<file path="config.mk">
export PLATFORM = sky130hd
export DESIGN_NAME = mem_access_unit_flat
export DESIGN_NICKNAME = d
export VERILOG_FILES = /design/src/rtl/mem_access_unit_if.sv /design/src/rtl/mem_access_unit.sv /design/src/flat_wrapper.sv
export SDC_FILE = /design/constraint.sdc
export NUM_CORES = 1
export LEC_CHECK = 0
export BUFFER_PORTS_ARGS = -buffer_cell sky130_fd_sc_hd__buf_2
export CORE_ASPECT_RATIO = 1.2
export CORE_MARGIN = 5
export CORE_UTILIZATION = 51
export CTS_CLUSTER_DIAMETER = 80
export CTS_CLUSTER_SIZE = 24
export DETAILED_ROUTE_END_ITERATION = 7
export PLACE_DENSITY_LB_ADDON = 0.2
export RECOVER_POWER = 100
export SLEW_MARGIN = 20
export SYNTH_ARGS = -nofsm -noshare
export SYNTH_HDL_FRONTEND = slang
export SYNTH_SLANG_ARGS = --single-unit
</file>
<file path="constraint.sdc">
create_clock -name clk -period 4.99 [get_ports clk]
set_input_delay 0.499 -clock clk [delete_from_list [all_inputs] [get_ports clk]]
set_output_delay 0.499 -clock clk [all_outputs]
set_load 0.01 [all_outputs]
</file>
<file path="src/rtl/mem_access_unit_if.sv">
// Request/response and data-memory port bundle for mem_access_unit.
// slave: the access unit itself; master: the requester/memory environment.
interface mem_access_unit_if;
  logic        req_valid;
  logic        req_ready;
  logic        req_read;
  logic        req_write;
  logic [1:0]  req_size;
  logic        req_unsigned;
  logic [31:0] req_addr;
  logic [31:0] req_wdata;
  logic        resp_valid;
  logic [31:0] resp_data;
  logic        resp_err;
  logic        mem_read;
  logic        mem_write;
  logic [31:0] mem_addr;
  logic [31:0] mem_wdata;
  logic [31:0] mem_rdata;

  modport slave (
    input  req_valid, req_read, req_write, req_size, req_unsigned, req_addr, req_wdata,
    input  mem_rdata,
    output req_ready, resp_valid, resp_data, resp_err,
    output mem_read, mem_write, mem_addr, mem_wdata
  );

  modport master (
    output req_valid, req_read, req_write, req_size, req_unsigned, req_addr, req_wdata,
    output mem_rdata,
    input  req_ready, resp_valid, resp_data, resp_err,
    input  mem_read, mem_write, mem_addr, mem_wdata
  );
endinterface

</file>
<file path="src/rtl/mem_access_unit.sv">
// Byte/halfword/word load-store front end for a word-only data memory.
// Define MEM_ACCESS_BOUNDS_CHECK_EN to reject word indices >= MEM_WORDS.
module mem_access_unit #(
  parameter int unsigned MEM_WORDS = 32
) (
  input  logic              clk,
  input  logic              rst,
  mem_access_unit_if.slave  bus
);

`ifdef MEM_ACCESS_BOUNDS_CHECK_EN
  localparam bit RANGE_CHECK = 1'b1;
`else
  localparam bit RANGE_CHECK = 1'b0;
`endif

  typedef enum logic [2:0] {IDLE, LD, ST, RMW_RD, RMW_WR, ERR} state_t;

  state_t      state_q;
  logic [1:0]  addr_lo_q;
  logic [1:0]  size_q;
  logic        unsigned_q;
  logic [31:0] wdata_q;

  logic        req_ready_q;
  logic        resp_valid_q;
  logic [31:0] resp_data_q;
  logic        resp_err_q;
  logic        mem_read_q;
  logic        mem_write_q;
  logic [31:0] mem_addr_q;
  logic [31:0] mem_wdata_q;

  logic        req_err;
  logic [31:0] lane_shift;
  logic [31:0] load_data_d;
  logic [31:0] merge_word_d;

  assign req_err = (bus.req_read == bus.req_write)
                || (bus.req_size == 2'b11)
                || ((bus.req_size == 2'b01) && bus.req_addr[0])
                || ((bus.req_size == 2'b10) && (bus.req_addr[1:0] != 2'b00))
                || (RANGE_CHECK && ({2'b00, bus.req_addr[31:2]} >= 32'(MEM_WORDS)));

  // Move the addressed lane(s) down to bit 0 before extension.
  assign lane_shift = bus.mem_rdata >> {addr_lo_q, 3'b000};

  always_comb begin
    load_data_d = bus.mem_rdata;
    case (size_q)
      2'b00:   load_data_d = unsigned_q ? {24'h0, lane_shift[7:0]}
                                        : {{24{lane_shift[7]}}, lane_shift[7:0]};
      2'b01:   load_data_d = unsigned_q ? {16'h0, lane_shift[15:0]}
                                        : {{16{lane_shift[15]}}, lane_shift[15:0]};
      default: load_data_d = bus.mem_rdata;
    endcase
  end

  // Read-modify-write merge: replace only the targeted byte lanes.
  genvar gi;
  generate
    for (gi = 0; gi < 4; gi++) begin : g_lane
      logic       lane_hit;
      logic [7:0] lane_src;
      assign lane_hit = (size_q == 2'b00) ? (addr_lo_q == 2'(gi))
                                          : (addr_lo_q[1] == 1'(gi / 2));
      assign lane_src = (((gi % 2) == 1) && (size_q == 2'b01)) ? wdata_q[15:8] : wdata_q[7:0];
      assign merge_word_d[8*gi +: 8] = lane_hit ? lane_src : bus.mem_rdata[8*gi +: 8];
    end
  endgenerate

  always_ff @(posedge clk or posedge rst) begin
    if (rst) begin
      state_q      <= IDLE;
      addr_lo_q    <= 2'b00;
      size_q       <= 2'b00;
      unsigned_q   <= 1'b0;
      wdata_q      <= 32'h0;
      req_ready_q  <= 1'b1;
      resp_valid_q <= 1'b0;
      resp_data_q  <= 32'h0;
      resp_err_q   <= 1'b0;
      mem_read_q   <= 1'b0;
      mem_write_q  <= 1'b0;
      mem_addr_q   <= 32'h0;
      mem_wdata_q  <= 32'h0;
    end else begin
      resp_valid_q <= 1'b0;
      case (state_q)
        IDLE: begin
          if (bus.req_valid && req_ready_q) begin
            req_ready_q <= 1'b0;
            addr_lo_q   <= bus.req_addr[1:0];
            size_q      <= bus.req_size;
            unsigned_q  <= bus.req_unsigned;
            wdata_q     <= bus.req_wdata;
            mem_addr_q  <= {bus.req_addr[31:2], 2'b00};
            if (req_err) begin
              state_q <= ERR;
            end else if (bus.req_read) begin
              state_q    <= LD;
              mem_read_q <= 1'b1;
            end else if (bus.req_size == 2'b10) begin
              state_q     <= ST;
              mem_write_q <= 1'b1;
              mem_wdata_q <= bus.req_wdata;
            end else begin
              state_q    <= RMW_RD;
              mem_read_q <= 1'b1;
            end
          end
        end
        LD: begin
          state_q      <= IDLE;
          mem_read_q   <= 1'b0;
          req_ready_q  <= 1'b1;
          resp_valid_q <= 1'b1;
          resp_data_q  <= load_data_d;
          resp_err_q   <= 1'b0;
        end
        RMW_RD: begin
          state_q     <= RMW_WR;
          mem_read_q  <= 1'b0;
          mem_write_q <= 1'b1;
          mem_wdata_q <= merge_word_d;
        end
        ST, RMW_WR: begin
          state_q      <= IDLE;
          mem_write_q  <= 1'b0;
          req_ready_q  <= 1'b1;
          resp_valid_q <= 1'b1;
          resp_data_q  <= 32'h0;
          resp_err_q   <= 1'b0;
        end
        ERR: begin
          state_q      <= IDLE;
          req_ready_q  <= 1'b1;
          resp_valid_q <= 1'b1;
          resp_data_q  <= 32'h0;
          resp_err_q   <= 1'b1;
        end
        default: begin
          state_q     <= IDLE;
          req_ready_q <= 1'b1;
          mem_read_q  <= 1'b0;
          mem_write_q <= 1'b0;
        end
      endcase
    end
  end

  assign bus.req_ready  = req_ready_q;
  assign bus.resp_valid = resp_valid_q;
  assign bus.resp_data  = resp_data_q;
  assign bus.resp_err   = resp_err_q;
  assign bus.mem_read   = mem_read_q;
  assign bus.mem_write  = mem_write_q;
  assign bus.mem_addr   = mem_addr_q;
  assign bus.mem_wdata  = mem_wdata_q;

endmodule

</file>
<file path="src/flat_wrapper.sv">
// flat-port wrapper written by rule: the top's interface ports become plain ports
module mem_access_unit_flat 
#(
  parameter int unsigned MEM_WORDS = 32
)
  (clk, rst, bus_req_valid, bus_req_read, bus_req_write, bus_req_size, bus_req_unsigned, bus_req_addr, bus_req_wdata, bus_mem_rdata, bus_req_ready, bus_resp_valid, bus_resp_data, bus_resp_err, bus_mem_read, bus_mem_write, bus_mem_addr, bus_mem_wdata);
  mem_access_unit_if bus_i ();
  input  logic clk;
  input  logic rst;
  input wire logic [$bits(bus_i.req_valid)-1:0] bus_req_valid;
  input wire logic [$bits(bus_i.req_read)-1:0] bus_req_read;
  input wire logic [$bits(bus_i.req_write)-1:0] bus_req_write;
  input wire logic [$bits(bus_i.req_size)-1:0] bus_req_size;
  input wire logic [$bits(bus_i.req_unsigned)-1:0] bus_req_unsigned;
  input wire logic [$bits(bus_i.req_addr)-1:0] bus_req_addr;
  input wire logic [$bits(bus_i.req_wdata)-1:0] bus_req_wdata;
  input wire logic [$bits(bus_i.mem_rdata)-1:0] bus_mem_rdata;
  output wire logic [$bits(bus_i.req_ready)-1:0] bus_req_ready;
  output wire logic [$bits(bus_i.resp_valid)-1:0] bus_resp_valid;
  output wire logic [$bits(bus_i.resp_data)-1:0] bus_resp_data;
  output wire logic [$bits(bus_i.resp_err)-1:0] bus_resp_err;
  output wire logic [$bits(bus_i.mem_read)-1:0] bus_mem_read;
  output wire logic [$bits(bus_i.mem_write)-1:0] bus_mem_write;
  output wire logic [$bits(bus_i.mem_addr)-1:0] bus_mem_addr;
  output wire logic [$bits(bus_i.mem_wdata)-1:0] bus_mem_wdata;
  assign bus_i.req_valid = bus_req_valid;
  assign bus_i.req_read = bus_req_read;
  assign bus_i.req_write = bus_req_write;
  assign bus_i.req_size = bus_req_size;
  assign bus_i.req_unsigned = bus_req_unsigned;
  assign bus_i.req_addr = bus_req_addr;
  assign bus_i.req_wdata = bus_req_wdata;
  assign bus_i.mem_rdata = bus_mem_rdata;
  assign bus_req_ready = bus_i.req_ready;
  assign bus_resp_valid = bus_i.resp_valid;
  assign bus_resp_data = bus_i.resp_data;
  assign bus_resp_err = bus_i.resp_err;
  assign bus_mem_read = bus_i.mem_read;
  assign bus_mem_write = bus_i.mem_write;
  assign bus_mem_addr = bus_i.mem_addr;
  assign bus_mem_wdata = bus_i.mem_wdata;
  mem_access_unit #(.MEM_WORDS(MEM_WORDS)) u_core (.clk(clk), .rst(rst), .bus(bus_i));
endmodule
</file>
# Word-level counts from Yosys, hierarchy flattened
# Cells that the tools add are included.
# op_classes
bitwise	4
n_shift	1
reduce_logical	22
n_lt_le_gt_ge	0
n_addsub	0
mul	0
n_mux	37
eq_ne	18
div	0
# ops
cell	count
two-way mux 32 bit	6
case mux 32 bit (2 select lines)	3
two-way mux 8 bit	5
>> shifter 32 x 5 -> 16 bit	1
two-way mux 1 bit	15
AND reduction 5 bit	2
two-way mux 3 bit	3
equality test 2 bit (second input constant)	4
nonzero test 2 bit	4
equality test 2 x 1 -> 1 bit (second input constant)	3
equality test 3 x 2 -> 1 bit (second input constant)	2
equality test 3 bit (second input constant)	2
case mux 1 bit (2 select lines)	3
case mux 3 bit (2 select lines)	1
OR reduction 3 bit	2
zero test 2 bit	2
!= test 2 x 1 -> 1 bit (second input constant)	2
!= test 2 bit (second input constant)	2
NOT 1 bit	4
AND reduction 2 bit	2
AND reduction 4 bit	1
OR reduction 4 bit	1
equality test 3 x 1 -> 1 bit (second input constant)	1
logical AND 1 bit	3
other kinds (6)	8
# word_totals
inputBits	104
romBits	0
latchBits	0
mem_bits_rw	0
memories	0
ff_bits	123
word_cells	95

# Logic depth before layout (Yosys ltp)
# Gate-level depths: netlist of the first run.
# logic_depth
word_depth	7
ltp_mapped	7

# Worst setup path before layout of the first run
# No wires, ideal clock.
# synth_timing
kind	input port to flip-flop
startpoint	input port bus_req_size[0]
endpoint	register u_core.mem_wdata_q[16] (netlist: u_core.bus.mem_wdata[16])
required_ns	4.848
stages	6
setup_slack_ns	3.009
path_buffers	2
t_arrival_ns	1.839
cell_sequence	or3_4 > nor4_4 > or2_1 > buf_2 > buf_4 > o221ai_1
# synth_between
elab_chain_cells	6
elab_cells_between_ends	11
classes_between	eq/ne: 5; reduce/logical: 6
# synth_lines
element	line_no	rtl
start, declared	flat_wrapper.sv:13	input wire logic [$bits(bus_i.req_size)-1:0] bus_req_size;
equality test 2 bit / equality test 2 x 1 -> 1 bit (equally long branches)	mem_access_unit.sv:40, mem_access_unit.sv:41	
logical OR 1 bit / logical AND 1 bit (equally long branches)	mem_access_unit.sv:40, mem_access_unit.sv:41	
logical OR 1 bit	mem_access_unit.sv:41	|| ((bus.req_size == 2'b01) && bus.req_addr[0])
logical OR 1 bit	mem_access_unit.sv:42	|| ((bus.req_size == 2'b10) && (bus.req_addr[1:0] != 2'b00))
!= test 2 bit (no line)	--	
AND reduction 5 bit (no line) *	--	
end signal, assigned	mem_access_unit.sv:106	mem_wdata_q <= bus.req_wdata;
end signal, assigned	mem_access_unit.sv:125	mem_wdata_q <= merge_word_d;
end, declared	mem_access_unit.sv:32	logic [31:0] mem_wdata_q;
# Mark *: on every way between the ends. The rest lies on a longest branch, timed or not.
# A chain may end at the register's enable or synchronous reset.

==> run_results.csv, run 1 <==
group,metric,value,unit
final_layout,design_area,7500,sq um
die,die_w,109,um
final_layout,nFillCells,1035,
clocking,clk_pin_slew,0.06,ns
sta,rsz0062_at_grt,"false",
critical_path,crit_path_start_kind,"input pin",
final_layout,drive_gt1_frac,0.258,
logic_synthesis,yosysSeqAreaShare,0.514,
final_layout,syn_to_final_growth,25.2,%
logic_synthesis,yosysTopAreaCellShare,0.510,
sta,report.final.hold_viol_count,0,
placement,dp.cells,857,
sta,skew,0.00642,ns
route,drt_pass1_iterations,5,
placement,pre_cts_ws,2.35,ns
clocking,cts_setup_buffers,0,
clocking,cts_root_buf,"clkbuf_16",
die,rows,43,
logic_synthesis,synth_edf_count,0,
sta,worst_pin_slew,3.22,ns
route,drt_iter0_markers,294,
sta,final-setup-viol-count,0,
sta,fin_ws,1.88,ns
final_layout,diodes,0,
logic_synthesis,synth_common_cells,"dfrtp_1, nand2_1, mux2i_1",
route,drc,0,
logic_synthesis,syn_inst,531,
clocking,htree_levels,4,
outcome,violations,"capacitance limit, slew limit",
clocking,insertion_delay,0.41,ns
logic_synthesis,syn_avg_cell_area,11.3,sq um
clocking,hold_buffers,0,
final_layout,ff_latch_area,3080,sq um
placement,io_buffers,202,
route,vias_per_cell,5.62,
clocking,cts_tree,"built",
route,antenna_left,0,
logic_synthesis,synth.most_common_cell,"dfrtp_1",
grt,grt_max_degree,86,
logic_synthesis,ys_async_sr_fraction,1.00,
logic_synthesis,synth_top_flop_cell,"dfrtp_1",
sta,fmax,0.322,GHz
hold_path,min_path_type,"in -> reg",
logic_synthesis,synth-seq-cells,123,
final_layout,nets,823,
flow_run,drv_cap,2,
grt,grt.overflow.total,0,
logic_synthesis,synth_area_leaders,"dfrtp_1, mux2i_1, mux2_2",
logic_synthesis,syn_area,5990,sq um
grt,antenna_found_initial,0,
die,start_util,0.520,
clocking,cts_resized,0,
pwr,power_leakage,3.43,nW
grt,track_usage,0.250,
sta,slew_headroom,-1.15,
die,fp.dieH,129,um
sta,holdWs,0.297,ns
outcome,status,"complete, but fails checks",
sta,tns,0,ns
placement,dpl_cell_area,7050,sq um
logic_synthesis,ys_warn_count,0,
die,coreArea,11500,sq um
sta,finalCritPeriodShare,0.623,
sta,report.final.slew_viol_count,109,
die,dieArea,14000,sq um
critical_path,worstPathArrival,3.62,ns
logic_synthesis,synthDistinctLibCells,46,
grt,grt_pass1_wl,27000,um
logic_synthesis,yosys.area.top_type,"dfrtp_1",
sta,post-route-min-period,3.11,ns
route,vias,4992,
final_layout,layoutNonFillerInstCount,889,
clocking,cts_buffer_depth,2,
route,drt-total-wl,17300,um
critical_path,required,5.50,ns
clocking,clkSinkCount,123,
die,io-pin-count,205,
pwr,irDropWorstVdd,342,uV
clocking,cts_buffers,17,
pwr,p_per_area,644,nW/um^2
grt,grt_pass1_vias,5145,
placement,hpwl,12700,um
placement,gp_congestion,0.890,
critical_path,cp_max_fo,85,
critical_path,end_kind,"asynchronous set/reset pin",
critical_path,critical_path_class,"in -> async",
route,post_drt_wl_per_cell,19.5,um
final_layout,multi_input_area,2610,sq um
area by class of cell:
type                    count  area share
clock buffers              21      0.0614
clock inverters            11      0.0192
inverters                  24      0.0120
multi-input cells         346       0.348
flip-flops and latches    123       0.411
well taps                 157      0.0262
repair buffers            207       0.123
power by group:
group          internal [mW]  switching [mW]  total [mW]
sequential              1.42           0.372        1.79
combinational          0.792           0.995        1.79
clock                  0.809           0.445        1.25
placed cells by master (no fill, tap or decap), types with 2 or more instances in the layout:
master	synthesis	final
dfrtp_1	122	122
buf_2	12	104
clkbuf_1	14	101
nand2_1	88	88
mux2i_1	75	75
mux2_2	45	45
o21ai_0	31	31
inv_1	23	23
clkbuf_16	0	17
a221o_1	16	16
o221ai_1	15	15
a22oi_1	14	14
nor2_1	10	10
o2bb2ai_1	8	8
a21oi_1	8	8
clkinvlp_4	0	4
buf_4	6	4
nor2b_1	3	3
o211ai_1	3	3
clkinv_2	0	3
bufinv_16	0	3
nor3b_1	2	2
a21o_1	2	2
a32oi_1	2	2
nand3_1	2	2
nand3b_1	2	2
or2_0	0	2
conb_1	1	2
clkbuf_8	0	2
through the flow:
| step | util | power [mW] |
|---|---|---|
| finish | 0.651 | 4.83 |
| global route | 0.651 | 5.12 |
| CTS | 0.665 | 4.95 |
| detailed placement | 0.612 | 3.68 |
| global placement | 0.612 | 3.61 |
| floorplan | - | 2.98 |
critical path: stages:
cell and delay [ns]:
buf_2 0.09, inv_1 2.24, buf_4 0.74
layer usage:
layer,global-route usage,share of wire
met1,0.320,0.40
met3,0.0848,0.10
met4,0.134,0.045
met5,0,0
met2,0.376,0.45
state kept, by name, summed over array words and instances, names as in the netlist:
signal and cells:
u_core.bus.resp_data 32, u_core.bus.mem_addr 30, u_core.bus.resp_err 1, u_core.bus.mem_wdata 32, u_core.size_q 2, u_core.wdata_q 16
u_core.addr_lo_q 2, u_core.bus.resp_valid 1, u_core.bus.mem_read 1, u_core.bus.req_ready 1, u_core.unsigned_q 1, u_core.state_q 3
u_core.bus.mem_write 1
cell families (layout without fill, tap and decap cells):
kind of cell,after synthesis,in the layout,synth area share
simple gates,116,116,0.0852
other cells,1,2,0.000626
xor+xnor,2,2,0.00292
mux,121,121,0.214
flops,123,123,0.514
buf+inv,63,263,0.0501
compound gates,105,105,0.133
final timing paths:
check | start | end | slack, ns | cells after the start
setup / recovery | rst | u_core.bus.req_ready | 1.88 | 3
hold / removal | bus_req_wdata[15] | u_core.wdata_q[15] | 0.30 | 3
setup reg to reg | u_core.state_q[0] | u_core.bus.mem_addr[25] | 1.92 | 4
hold reg to reg | u_core.wdata_q[11] | u_core.wdata_q[11] | 0.47 | 2
max in group clk | u_core.state_q[0] | u_core.bus.mem_addr[25] | 1.92 | 4
min in group asynchronous | rst | u_core.bus.mem_addr[12] | 1.26 | 2
No activity file was read; power rests on OpenSTA's default activity.
==> run 2: changes to the inputs <==
Settings changed: CORE_UTILIZATION 51 to 46.
Clock period 4.99 ns to 2.6 ns, I/O delays scaled along.
==> run_results.csv, run 2 (synthesis results as in run 1) <==
group,metric,value,unit
critical_path,r2r-end,"u_core.bus.resp_data[5]",
sta,skew,0.00907,ns
hold_path,min_path_type,"in -> reg",
flow_run,drv_cap,0,
final_layout,layout.cells.most_common,"dfrtp_1",
grt,grt_pass1_vias,5259,
die,coreArea,12700,sq um
critical_path,cp_max_fo,20,
critical_path,worstSetupPathDepth,5,
die,io-pin-count,205,
die,rows,45,
clocking,htree_levels,4,
die,start_util,0.471,
placement,gp_congestion,0.874,
sta,worst_pin_slew,1.07,ns
grt,grt.overflow.total,0,
final_layout,final_cell_mix,"dfrtp_1, buf_2, clkbuf_1",
pwr,p_per_area,1230,nW/um^2
clocking,cts_root_buf,"clkbuf_16",
critical_path,crit_buf_inv,2,
pwr,p_total,9.34,mW
clocking,cts_setup_buffers,0,
clocking,cts_resized,0,
die,fp.dieH,135,um
grt,antenna_found_initial,1,
critical_path,r2r_setup_slack,0.38,ns
critical_path,cp_top_family,"XOR/XNOR gates",
sta,rsz0062_at_grt,"false",
critical_path,crit_path_top_delay_cell,"xor2_1",
sta,final-setup-viol-count,0,
clocking,cts_buffer_depth,2,
final_layout,diodes,0,
hold_path,min_from,"bus_req_wdata[10]",
sta,slew_headroom,0.284,
route,drc,0,
die,die_w,114,um
route,drt_pass1_iterations,4,
final_layout,syn_to_final_growth,27.3,%
route,drt_iter0_markers,361,
sta,report.final.hold_viol_count,0,
clocking,insertion_delay,0.41,ns
critical_path,max_stage_delay,0.86,ns
route,vias_per_cell,5.50,
route,drt-total-wl,17600,um
clocking,clk_pin_slew,0.05,ns
pwr,irDropWorstVdd,574,uV
route,post_drt_wl_per_cell,19.4,um
clocking,cts_tree,"built",
hold_path,min_path_cells,3,
critical_path,rr_worst_depth,5,
critical_path,required,2.91,ns
sta,report.final.slew_viol_count,0,
critical_path,end_kind,"flop",
grt,grt_pass1_wl,28200,um
clocking,cts_buffers,17,
route,vias,4991,
critical_path,crit_path_start_kind,"flop",
clocking,clkSinkCount,123,
critical_path,worstPathArrival,2.53,ns
grt,track_usage,0.235,
pwr,power_leakage,3.51,nW
placement,io_buffers,202,
route,antenna_left,0,
final_layout,nets,837,
outcome,status,"completed",
final_layout,drive_gt1_frac,0.267,
grt,grt_max_degree,75,
sta,fmax,0.451,GHz
die,dieArea,15400,sq um
placement,hpwl,13300,um
critical_path,path_cells,"clkbuf_1, xor2_1, buf_12, a22oi_1, o21ai_0",
hold_path,holdPathEnd,"u_core.wdata_q[10]",
critical_path,critical_path_class,"reg -> reg",
sta,post-route-min-period,2.22,ns
sta,tns,0,ns
sta,finalCritPeriodShare,0.853,
critical_path,rr_startpoint,"u_core.state_q[1]",
==> run 2: what timing repair did <==
| item | in CTS | in global routing |
|---|---|---|
| endpoints found under the setup margin | 0 | 0 |
| endpoints found under the hold margin | 19 | 0 |
| hold buffers | 1 | 0 |
==> run 2: worst max path at each step <==
stage                              start                  endpoint  slack [ns]
detailed placement     u_core.state_q[0]  u_core.bus.mem_wdata[19]        0.53
CTS                    u_core.state_q[0]  u_core.bus.mem_wdata[19]        0.53
global route           u_core.state_q[1]   u_core.bus.resp_data[5]        0.22
floorplan           u_core.bus.req_ready  u_core.bus.mem_wdata[16]        0.72
finish                 u_core.state_q[1]   u_core.bus.resp_data[5]        0.38
global placement       u_core.state_q[0]  u_core.bus.mem_wdata[20]        0.60
==> run 2: area by class of cell <==
cell class                 instances  area, sq um
clock buffer                      22          474
clock inverter                     8          118
fill                            1156         5100
inverter                          24         91.3
multi-input combinational        346         2620
sequential                       123         3080
tap                              164          205
timing repair buffer             221         1040
==> run 2: tightest hold or removal path: stages <==
cell and delay (ns):
buf_2 0.09, nand2_1 0.04, nand2_1 0.04
==> run 2: power by group <==
group / leakage, nW / internal [mW] / switching (mW)
clock: 0.292 / 1.57 / 0.809
sequential: 1.52 / 2.72 / 0.664
combinational: 1.70 / 1.60 / 1.98
total: 3.51 / 5.89 / 3.46
==> run 2: per-stage QoR <==
stage / util / hold slack [ns] / cell area [sq um] / std cells / worst slack [ns]
floorplan: - / 0.343 / 6000 / 532 / 0.717
global route: 0.599 / 0.0550 / 7620 / 908 / 0.216
CTS: 0.612 / 0.0423 / 7780 / 908 / 0.534
global placement: 0.564 / 0.302 / 7180 / 877 / 0.603
finish: 0.599 / 0.0595 / 7620 / 908 / 0.381
detailed placement: 0.564 / 0.307 / 7180 / 877 / 0.532
==> run 2: layer usage <==
metal  routed length [um]  part of all wire  up-vias  GRT usage
li1                     -                 -     2302          -
met1                 7010              0.40     2425      0.292
met2                 8580              0.49      244      0.382
met3                 1780              0.10       18     0.0825
met4                  225             0.013        2     0.0733
met5                   13           0.00074        -          0
